File: config.mk
export PLATFORM = sky130hd
export DESIGN_NAME = l2ram_sdp_lanes
export DESIGN_NICKNAME = d
export VERILOG_FILES = /design/src/rtl/l2ram_sdp_lanes.sv
export SDC_FILE = /design/constraint.sdc
export NUM_CORES = 1
export LEC_CHECK = 0
export ABC_CLOCK_PERIOD_IN_PS = 6000
export CORE_UTILIZATION = 50
export DETAILED_ROUTE_END_ITERATION = 10
export GPL_ROUTABILITY_DRIVEN = 1
export PLACE_DENSITY = 0.75
export SETUP_SLACK_MARGIN = 0.02
export SYNTH_ARGS = -nofsm -noshare
export SYNTH_HDL_FRONTEND = slang
export SYNTH_SLANG_ARGS = --single-unit
export TNS_END_PERCENT = 30
File: constraint.sdc
create_clock -name clock -period 6 [get_ports clock]
set_input_delay 1.2 -clock clock [delete_from_list [all_inputs] [get_ports clock]]
set_output_delay 1.2 -clock clock [all_outputs]
set_load 0.005 [all_outputs]
File: src/rtl/l2ram_sdp_lanes.sv
// l2ram_sdp_lanes: simple-dual-port lane-enabled buffer RAM with zero-fill sweep and ready flag
// Ports: clock, rst_n (async active-low); clear restarts the zero-fill sweep; ready = sweep done;
//   write port wren/wraddress/be/data (be[i] covers data lane i); read port rden/rdaddress -> q/q_valid.
// Define L2RAM_OUTREG_EN for an extra output register (read latency 2); default latency 1.
module l2ram_sdp_lanes #(
  parameter int DATA_W = 48,
  parameter int DEPTH = 16,
  parameter int LANE_W = 8,
  parameter int FORWARD = 1,
  localparam int NLANE = DATA_W / LANE_W,
  localparam int ADDR_W = $clog2(DEPTH)
) (
  input  logic              clock,
  input  logic              rst_n,
  input  logic              clear,
  output logic              ready,
  input  logic              wren,
  input  logic [ADDR_W-1:0] wraddress,
  input  logic [NLANE-1:0]  be,
  input  logic [DATA_W-1:0] data,
  input  logic              rden,
  input  logic [ADDR_W-1:0] rdaddress,
  output logic [DATA_W-1:0] q,
  output logic              q_valid
);
  localparam logic [0:0] S_INIT = 1'b0;
  localparam logic [0:0] S_READY = 1'b1;
  localparam logic [ADDR_W:0] DEPTH_X = (ADDR_W+1)'(DEPTH);
  localparam logic [ADDR_W-1:0] LAST = ADDR_W'(DEPTH - 1);
  logic [0:0] state;
  logic [ADDR_W-1:0] cnt;
  logic [DATA_W-1:0] mem [DEPTH];
  logic acc, wr_go, rd_go, rd_ok, a_v;
  logic [DATA_W-1:0] rd_word, a_q;
  assign ready = state == S_READY;
  // clear takes priority over any access in the same cycle
  assign acc = ready & ~clear;
  assign rd_ok = {1'b0, rdaddress} < DEPTH_X;
  assign wr_go = acc & wren & ({1'b0, wraddress} < DEPTH_X);
  assign rd_go = acc & rden;
  // array read, with new lanes merged in on a same-address write when forwarding
  always_comb begin
    rd_word = rd_ok ? mem[rdaddress] : '0;
    for (int i = 0; i < NLANE; i++)
      if (FORWARD != 0 && wr_go && wraddress == rdaddress && be[i])
        rd_word[i*LANE_W +: LANE_W] = data[i*LANE_W +: LANE_W];
  end
  always_ff @(posedge clock or negedge rst_n)
    if (!rst_n) begin
      state <= S_INIT;
      cnt <= '0;
    end else if (clear) begin
      state <= S_INIT;
      cnt <= '0;
    end else if (state == S_INIT) begin
      state <= cnt == LAST ? S_READY : S_INIT;
      cnt <= cnt == LAST ? '0 : cnt + 1'b1;
    end
  always_ff @(posedge clock)
    if (state == S_INIT)
      mem[cnt] <= '0;
    else if (wr_go)
      for (int i = 0; i < NLANE; i++)
        if (be[i]) mem[wraddress][i*LANE_W +: LANE_W] <= data[i*LANE_W +: LANE_W];
  always_ff @(posedge clock or negedge rst_n)
    if (!rst_n) begin
      a_q <= '0;
      a_v <= 1'b0;
    end else begin
      a_v <= rd_go;
      if (rd_go) a_q <= rd_word;
    end
`ifdef L2RAM_OUTREG_EN
  // second stage; clear drops whatever read is in flight
  always_ff @(posedge clock or negedge rst_n)
    if (!rst_n) begin
      q <= '0;
      q_valid <= 1'b0;
    end else begin
      q_valid <= a_v & ~clear;
      if (a_v & ~clear) q <= a_q;
    end
`else
  assign q = a_q;
  assign q_valid = a_v;
`endif
endmodule

==> impl_results.rst <==
.. list-table::
   :header-rows: 1

   * - Metric
     - Value
   * - Overall power of the completed layout
     - 12.09 mW
   * - Die Outline Area
     - 65880 sq um
   * - Number of warnings printed during yosys synthesis
     - 0
   * - Worst Setup Path Type
     - in -> reg
   * - Switching share of power
     - 20.93%
   * - Register bit count reported by yosys
     - 822
   * - Highest achievable clock rate
     - 217.2 MHz
   * - Sequential fraction of the synthesis area
     - 75.28%
   * - Commonest non-fill, non-tap cells in the layout
     - edfxtp_1, mux4_2, nor2_1
   * - Part of the power in combinational logic
     - 5.8%
   * - Total number of clock tree sinks
     - 822
   * - Via count of the routed design
     - 17570
   * - Maximum level of the CTS H-tree
     - 3
   * - Worst setup margin
     - 1.397 ns
   * - Highest net fanout along the worst path
     - 50
   * - Clock tree from TritonCTS
     - built
   * - Critical register-to-register path startpoint
     - ready$_DFF_PN0_
   * - Worst-case clock buffer depth
     - 3
   * - Via/cell ratio
     - 6.393
   * - Most common cell after layout, fill and taps aside
     - edfxtp_1
   * - Number of nets in the finished design
     - 1911
   * - Min-Delay Path Class
     - reg -> reg
   * - Post-placement setup slack
     - 0.8826 ns
   * - Hold slack final
     - 0.5588 ns
   * - Weighted congestion at the end of routability-driven global placement
     - 0.9149
   * - Final cell area excluding filler cells
     - 37200 sq um
   * - Placed Instance Area
     - 34640 sq um
   * - Count of buffers inserted at the top-level ports
     - 116
   * - Worst slew margin relative to its limit
     - 2.827%
   * - Clock buffers created by TritonCTS
     - 77
   * - Initial cell density of the core
     - 51.04%
   * - All-layer global routing usage
     - 24.00%
   * - Worst Path Arrival
     - 4.86 ns
   * - Gate count after technology mapping
     - 1712
   * - Result of the run
     - finished clean
   * - Placeable core area
     - 63540 sq um
   * - Aggregate negative setup slack
     - 0 ns
   * - Launch point of the worst hold path
     - q[23]$_DFFE_PN0P_
   * - Number of gates given a new drive strength after cts
     - 0
   * - # DRC
     - 0
   * - Net Sw Power
     - 2.530 mW
   * - Clock transition at the registers of the reported paths
     - 0.06 ns
   * - Mean cell area of the mapped netlist
     - 18.94 sq um
   * - Synth unique cells
     - 32
   * - Number of cells in the finished layout apart from fillers
     - 2749
   * - Critical Path Source
     - clear
   * - Clock root cell
     - clkbuf_16
   * - Required time at the worst-slack endpoint
     - 6.26 ns
   * - Row count
     - 92
   * - Number of nets with antenna violations after routing
     - 0
   * - Number of failing hold endpoints at the final stage
     - 0
   * - Clock tree skew after final layout
     - 0.02188 ns
   * - Die Y
     - 256.7 um
   * - Clock network latency to the later pin of the worst-skew pair
     - 0.63 ns
   * - Post-Synthesis Net Count
     - 1780
   * - DR iter-0 viols
     - 1937
   * - Setup Fix Bufs, Post-CTS
     - 0
   * - Largest net degree at the start of global routing
     - 93
   * - Count of final max-slew check failures
     - 0
   * - Worst supply voltage drop on vdd
     - 213.2 uV
   * - Post-detailed-routing wire length
     - 77.87 mm
   * - Wire length of the first global-routing pass
     - 115.6 mm
   * - Cell count after placement
     - 2610
   * - Congestion Overflow GR
     - 0
   * - Setup repair after global routing missed its margin
     - no
   * - Critical path startpoint category
     - primary input
   * - Initial DRT Pass Iterations
     - 9
   * - Slew at the pin closest to its max-slew limit
     - 1.451 ns
   * - Cell area after synthesis
     - 32430 sq um
   * - Average wire length per cell after detail routing
     - 28.32 um
   * - Top cell type's share of synthesized area
     - 71.11%
   * - Leakage power
     - 11.37 nW
   * - Power per standard cell area
     - 324.9 nW/um^2
   * - Area growth syn-to-layout
     - 14.72%
   * - Number of cells on the worst hold path
     - 2
   * - Via count of the first global-routing pass
     - 17760
   * - Post-route fraction of the period consumed by the critical path
     - 76.72%
   * - Final HPWL from detailed placement
     - 48.15 mm
   * - Cts-stage hold buffer count
     - 0
   * - Final critical path time including I/O delays and setup
     - 4.603 ns
   * - Die Span X
     - 256.7 um
   * - Power share of the clock group
     - 41.1%
   * - Fraction of layout instances using a drive strength above 1
     - 19.34%
   * - Leading area contributor after synthesis
     - edfxtp_1
   * - IO Pins
     - 117
   * - Cell-internal power
     - 9.556 mW
   * - Number of diodes
     - 0
   * - Crit path capture type
     - register
   * - Antenna violations before repair
     - 0
   * - Leading cell types by total area after synthesis
     - edfxtp_1, mux4_2, dfrtp_1
   * - Sequential Power Share
     - 53.1%
   * - Final core utilization
     - 58.55%
   * - Number of maximum-capacitance violations
     - 0
   * - Worst r2r path cells
     - 5
   * - Final setup violation count
     - 0
-- routing by layer --
metal	global-route usage (%)	vias to the layer above	wire length (um)
met4	9.375	0	2613
li1	-	7261	-
met1	33.07	9137	29640
met5	0	-	0
met3	3.855	158	6949
met2	38.72	1017	38660
-- cells in the mapped netlist, drive strengths merged --
cell / number
mux4: 192
nand4: 48
nor2b: 7
buf: 40
xor2: 8
edfxtp: 768
nand2b: 5
or4: 2
and3b: 2
a21oi: 3
nor4: 8
ha: 1
o21ai: 49
and2: 57
clkbuf: 78
nand2: 62
a22oi: 96
o31a: 1
a311oi: 1
nor3: 9
dfrtp: 54
nor2: 152
mux2i: 2
xnor2: 1
a31oi: 65
or3: 1
-- registers in the layout (all words and copies together), names as in the netlist --
name / count
cnt: 4
q_valid: 1
mem: 768
q: 48
ready: 1
-- power groups by stage --
stage | Sequential [mW] | Combinational [mW] | Clock [mW]
finish | 6.42 | 0.695 | 4.97
global route | 6.43 | 0.736 | 5.22
global placement | 6.53 | 0.676 | 0
floorplan | 6.51 | 0.396 | 0
detailed placement | 6.54 | 0.689 | 0
CTS | 6.42 | 0.696 | 5.01
-- layout make-up --
type / instances / area, sq um
fill: 4444 / 26340
sequential: 822 / 24410
multi-input combinational: 772 / 7566
clock buffer: 98 / 2068
timing repair buffer: 170 / 1598
tap: 846 / 1059
clock inverter: 41 / 500.5
-- critical path, stage by stage --
cell	delay, ns
clkdlybuf4s50_1	0.58
and3b_1	0.52
o31a_2	0.86
nor4_1	0.11
a31oi_1	1.08
nor2_1	0.49
-- worst paths after layout --
path	slack, ns	end
min in group asynchronous	0.69	q[37]$_DFFE_PN0P_
max in group asynchronous	4.64	q[12]$_DFFE_PN0P_
hold reg to reg	0.56	q[23]$_DFFE_PN0P_
hold / removal	0.56	q[23]$_DFFE_PN0P_
setup / recovery	1.40	mem[4][2]$_DFFE_PP_
setup reg to reg	1.70	mem[4][2]$_DFFE_PP_
-- cells by family (layout without fill, tap and decap cells) --
group | Yosys count | in the layout | share of synthesized area [%]
DFF | 822 | 822 | 75.28
xor gates and xnor gates | 9 | 9 | 0.2431
adders and majority gates | 1 | 1 | 0.03858
buffers and inverters | 118 | 309 | 1.543
muxes | 194 | 194 | 13.40
and+or+nand+nor | 353 | 353 | 5.166
AOI/OAI and AO/OA | 215 | 215 | 4.333
(Power assumes the default switching activity.)
